File: src/rtl/fc_layer_sched.sv
// fc_layer_sched: runs one shared 30-input FC neuron engine over all N_OUT
// output neurons of a layer. Per neuron it fetches the weight row and bias,
// pulses the engine start, and captures the result. Each result is streamed
// out, and a running signed argmax gives the classification index.
//
// Build option: define FC_SCHED_RELU_EN to clamp negative engine results to
// zero before they are streamed and compared.
//
// Handshakes: o_fetch_req is a level held for the whole FETCH state, and
// i_fetch_valid is only looked at while it is high; one high sample completes
// the fetch. o_fc_start is a single-cycle pulse, and i_fc_finished is only
// looked at in WAIT; one high sample delivers i_fc_output. o_result_valid and
// o_done are single-cycle pulses with no back-pressure. i_start is only
// accepted in IDLE.
module fc_layer_sched #(
  parameter int N_OUT       = 8,
  parameter int IDX_W       = 3,
  parameter int TIMEOUT_CYC = 15
) (
  input  logic              i_clk,
  input  logic              i_rst,
  input  logic              i_start,
  output logic              o_busy,
  output logic              o_fetch_req,
  output logic [IDX_W-1:0]  o_neuron_idx,
  input  logic              i_fetch_valid,
  output logic              o_fc_start,
  input  logic              i_fc_finished,
  input  logic [31:0]       i_fc_output,
  output logic              o_result_valid,
  output logic [IDX_W-1:0]  o_result_idx,
  output logic [31:0]       o_result_data,
  output logic              o_done,
  output logic [IDX_W-1:0]  o_class,
  output logic [31:0]       o_max,
  output logic              o_error,
  output logic [2:0]        o_dbg_state
);

  localparam int CNT_W = $clog2(TIMEOUT_CYC + 1);
  localparam logic [IDX_W-1:0] LAST_IDX = IDX_W'(N_OUT - 1);

  typedef enum logic [2:0] {
    S_IDLE  = 3'd0,
    S_FETCH = 3'd1,
    S_START = 3'd2,
    S_WAIT  = 3'd3,
    S_STORE = 3'd4,
    S_DONE  = 3'd5
  } state_t;

  state_t                r_state;
  state_t                w_next;
  logic [IDX_W-1:0]      r_idx;
  logic [CNT_W-1:0]      r_cnt;
  logic signed [31:0]    r_result;
  logic signed [31:0]    r_max;
  logic [IDX_W-1:0]      r_class;
  logic                  r_error;
  logic signed [31:0]    w_fc_val;
  logic                  w_last;
  logic                  w_timeout;

`ifdef FC_SCHED_RELU_EN
  // Negative engine results are clamped so both the stream and argmax see 0.
  assign w_fc_val = i_fc_output[31] ? 32'sd0 : $signed(i_fc_output);
`else
  assign w_fc_val = $signed(i_fc_output);
`endif

  assign w_last    = (r_idx == LAST_IDX);
  // This is the last WAIT cycle allowed; no finish here means abort.
  assign w_timeout = (r_cnt == CNT_W'(TIMEOUT_CYC - 1));

  // State register.
  always_ff @(posedge i_clk) begin
    if (i_rst) r_state <= S_IDLE;
    else       r_state <= w_next;
  end

  // Next-state decode; inputs outside their owning state are ignored.
  always_comb begin
    w_next = r_state;
    case (r_state)
      S_IDLE:  if (i_start) w_next = S_FETCH;
      S_FETCH: if (i_fetch_valid) w_next = S_START;
      S_START: w_next = S_WAIT;
      S_WAIT: begin
        if (i_fc_finished)  w_next = S_STORE;
        else if (w_timeout) w_next = S_IDLE;
      end
      S_STORE: w_next = w_last ? S_DONE : S_FETCH;
      S_DONE:  w_next = S_IDLE;
      default: w_next = S_IDLE;
    endcase
  end

  // Datapath: neuron index, wait counter, result capture, running argmax, error.
  always_ff @(posedge i_clk) begin
    if (i_rst) begin
      r_idx    <= '0;
      r_cnt    <= '0;
      r_result <= '0;
      r_max    <= '0;
      r_class  <= '0;
      r_error  <= 1'b0;
    end else begin
      case (r_state)
        S_IDLE: begin
          if (i_start) begin
            r_idx   <= '0;
            r_max   <= 32'sh8000_0000;
            r_class <= '0;
            r_error <= 1'b0;
          end
        end
        S_START: r_cnt <= '0;
        S_WAIT: begin
          if (i_fc_finished)  r_result <= w_fc_val;
          else if (w_timeout) r_error  <= 1'b1;
          else                r_cnt    <= r_cnt + CNT_W'(1);
        end
        S_STORE: begin
          // Strict compare so ties keep the earlier (lower) index.
          if (r_result > r_max) begin
            r_max   <= r_result;
            r_class <= r_idx;
          end
          if (!w_last) r_idx <= r_idx + IDX_W'(1);
        end
        default: ;
      endcase
    end
  end

  // Output decode from the current state and the datapath registers.
  always_comb begin
    o_busy         = (r_state != S_IDLE);
    o_fetch_req    = (r_state == S_FETCH);
    o_fc_start     = (r_state == S_START);
    o_result_valid = (r_state == S_STORE);
    o_done         = (r_state == S_DONE);
    o_neuron_idx   = r_idx;
    o_result_idx   = r_idx;
    o_result_data  = r_result;
    o_class        = r_class;
    o_max          = r_max;
    o_error        = r_error;
    o_dbg_state    = r_state;
  end

endmodule

File: config.mk
export PLATFORM = sky130hd
export DESIGN_NAME = fc_layer_sched
export DESIGN_NICKNAME = d
export VERILOG_FILES = /design/src/rtl/fc_layer_sched.sv
export SDC_FILE = /design/constraint.sdc
export NUM_CORES = 1
export LEC_CHECK = 0
export BUFFER_PORTS_ARGS = -buffer_cell sky130_fd_sc_hd__clkbuf_2
export CORE_AREA = 5 5 117 86
export CTS_CLUSTER_SIZE = 28
export DETAILED_ROUTE_END_ITERATION = 7
export DIE_AREA = 0 0 122 91
export PLACE_DENSITY = 0.73
export SLEW_MARGIN = 30
export SYNTH_ARGS = -nofsm -noshare
export SYNTH_HDL_FRONTEND = slang
export SYNTH_SLANG_ARGS = --single-unit
File: constraint.sdc
create_clock -name i_clk -period 6.8 [get_ports i_clk]
set_input_delay 1.02 -clock i_clk [delete_from_list [all_inputs] [get_ports i_clk]]
set_output_delay 1.02 -clock i_clk [all_outputs]
set_load 0.1 [all_outputs]
==> qor.yml <==
status: "finished clean"
grt_pass1_vias: 3847
cp.arrival_ns: 3.39
timing.reg2reg.worst_path_depth: 10
cp_max_fo: 20
ios: 119
use_met3_pct: 6.15
final_layout_size_suffix_gt1_share_pct: 25.5
area_growth_syn_to_layout_pct: 23.7
first_iter_violations: 296
synth_seq_cells: 78
rsz0062_at_grt: "false"
grt_overflow: 0
grtUsageTotal_pct: 20.6
antenna_cells: 0
fp.coreArea_um2: 8820
avgSynthCellArea_um2: 8.69
die_h_um: 91
hold_viol: 0
synth_top_family_by_area: "compound AO/OA/AOI/OAI gates"
clk_latency_ns: 0.34
synth_edf_count: 0
die-area_um2: 11100
cts_tree: "yes"
setup_viol: 0
synth-xor-area-share_pct: 0.618
fin_area_um2: 5260
via_count: 4048
drt_first_pass_iters: 6
root_buffer: "clkbuf_16"
skew_ns: 0.00681
powerDensity_nw_per_um2: 227
routabilityCongestion: 0.813
syn_inst: 489
end_kind: "flop"
synthAdderAreaFrac_pct: 10.6
synth_compound_area_share_pct: 25.7
synth_seq_area_share_pct: 36.7
ctsResizeCount: 0
placed_cells: 704
power_leakage_nw: 2.23
busiest_layer: "met2"
drt-total-wl_um: 11300
grt_pass1_wl_um: 18800
hold_class: "flop to flop"
whs_path_depth: 1
viasPerCell: 5.63
cts_setup_buffers: 0
tns_ns: 0
detailed_place_hpwl_um: 7940
startpoint_type: "flop"
max_cap_violations: 0
ant_nets: 0
htreeDepth: 3
netlist-cell-type-count: 50
synth-main-ff-cell: "dfxtp_1"
drt-wirelength-per-cell_um: 15.8
hold_start: "o_error"
grtUsageMet1_pct: 27.8
final_common_cell: "clkbuf_2"
holdPathEnd: "o_error"
fin_crit_sh_pct: 45.8
synthMuxAreaShare_pct: 0.471
start_util_pct: 48.2
critPathKind: "flop to flop"
slew_headroom_pct: 54.7
timing.fmax_mhz: 321
rr_startpoint: "o_max[31]"
hold_buffers: 0
antenna_found_initial: 0
nets: 664
netlist_area_um2: 4250
fillers: 786
r2r-end: "o_max[1]"
drc: 0
async_reset_ff_share_pct: 0
use_met2_pct: 32.2
synth-simple-area-share_pct: 17.9
required_ns: 7.08
portBuffers: 118
final_cell_mix: "118 x clkbuf_2, 83 x nand2_1, 78 x dfxtp_1"
hold_ws_ns: 0.495
clock_sink_count: 78
clk_path_buf_depth: 2
ys_warn_count: 0
clk_pin_slew_ns: 0.06
final_max_slew_viol_count: 0
place_area_um2: 4920
fin_crit_ns: 3.11
ir_drop_mv: 0.179
stdcell_count: 719
core.rowCount: 29
numCtsBuffers: 9
grt_max_degree: 48
tightest_slew_ns: 0.678
regToRegSetupSlack_ns: 3.69
fp.dieW_um: 122
synth_nets: 562
[cells by family (layout without fill, tap and decap cells)]
logic type               after synthesis  in the layout
AO/OA/AOI/OAI                        142            142
AND/OR/NAND/NOR                      151            151
adder cells (fa/ha/maj)               36             36
XOR/XNOR                               3              3
flip-flops                            78             78
buffers and inverters                 77            183
multiplexers                           2              2
[routing by layer]
| metal | vias to the layer above | wire length (um) |
|---|---|---|
| li1 | 2010 | - |
| met1 | 1883 | 5420 |
| met2 | 144 | 4980 |
| met3 | 11 | 844 |
| met4 | 0 | 91 |
| met5 | - | 0 |
[through the flow]
step,setup slack [ns],power (mW),util (%)
2_1_floorplan,2.27,0.617,-
3_3_place_gp,3.75,0.649,55.5
3_5_place_dp,3.71,0.655,55.8
4_1_cts,3.68,1.20,59.7
5_1_grt,3.42,1.24,59.7
6_report,3.69,1.20,59.7
[layout make-up]
| cell class | instances | area (um2) | share of cell area [%] |
|---|---|---|---|
| multi-input combinational | 334 | 2380 | 45.3 |
| sequential | 78 | 1560 | 29.7 |
| timing repair buffer | 125 | 663 | 12.6 |
| clock buffer | 11 | 243 | 4.61 |
| inverter | 43 | 161 | 3.07 |
| tap | 124 | 155 | 2.95 |
| clock inverter | 4 | 95.1 | 1.81 |
[synthesized netlist by cell type, types with 2 or more instances]
library cell,count,area (um2)
nor3_1,8,40.0
inv_1,43,161
clkbuf_1,21,78.8
nor3b_1,2,15.0
dfxtp_1,78,1560
nand3_1,16,80.1
nor4_4,2,42.5
o211ai_1,5,37.5
a32oi_1,4,35.0
a21oi_1,55,275
buf_4,4,30.0
a221o_1,29,290
a32o_1,29,290
and3_1,4,25.0
xnor2_1,3,26.3
nand2_1,83,312
mux2i_1,2,20.0
o21ai_0,3,15.0
o21a_1,2,15.0
a21o_1,3,22.5
nand4_1,9,56.3
buf_6,4,45.0
ha_1,36,450
nor2b_1,4,25.0
nor2_1,10,37.5
a41oi_1,2,17.5
nor4_2,2,25.0
buf_2,4,20.0
[registers in the layout, indices dropped and copies added (netlist names)]
name           cells
o_result_data     32
o_max             32
o_error            1
o_neuron_idx       3
r_cnt              4
o_class            3
o_dbg_state        3
[critical path, stage by stage, from the launching register on]
cell and delay (ns):
dfxtp_1 0.37, inv_1 0.06, ha_1 0.45, nand4_4 0.20
nor3_1 0.07, o2bb2ai_1 0.16, nor4_4 0.45, xnor2_1 0.21
nor4_4 0.51, buf_4 0.37, a221o_1 0.19
[worst max path at each step]
stage	start	to	slack, ns	cells past startpoint
2_1_floorplan	o_dbg_state[0]	o_fetch_req	2.27	2
3_3_place_gp	i_rst	o_max[13]	3.75	5
3_5_place_dp	o_max[31]	o_max[6]	3.71	10
4_1_cts	o_max[31]	o_max[1]	3.68	10
5_1_grt	o_max[31]	o_max[8]	3.42	10
6_report	o_max[31]	o_max[1]	3.69	10
[where the power goes]
group | internal [mW] | switching (mW)
registers | 0.462 | 0.00749
logic | 0.0494 | 0.127
clock network | 0.366 | 0.185
Power figures use the tool's default switching activity.
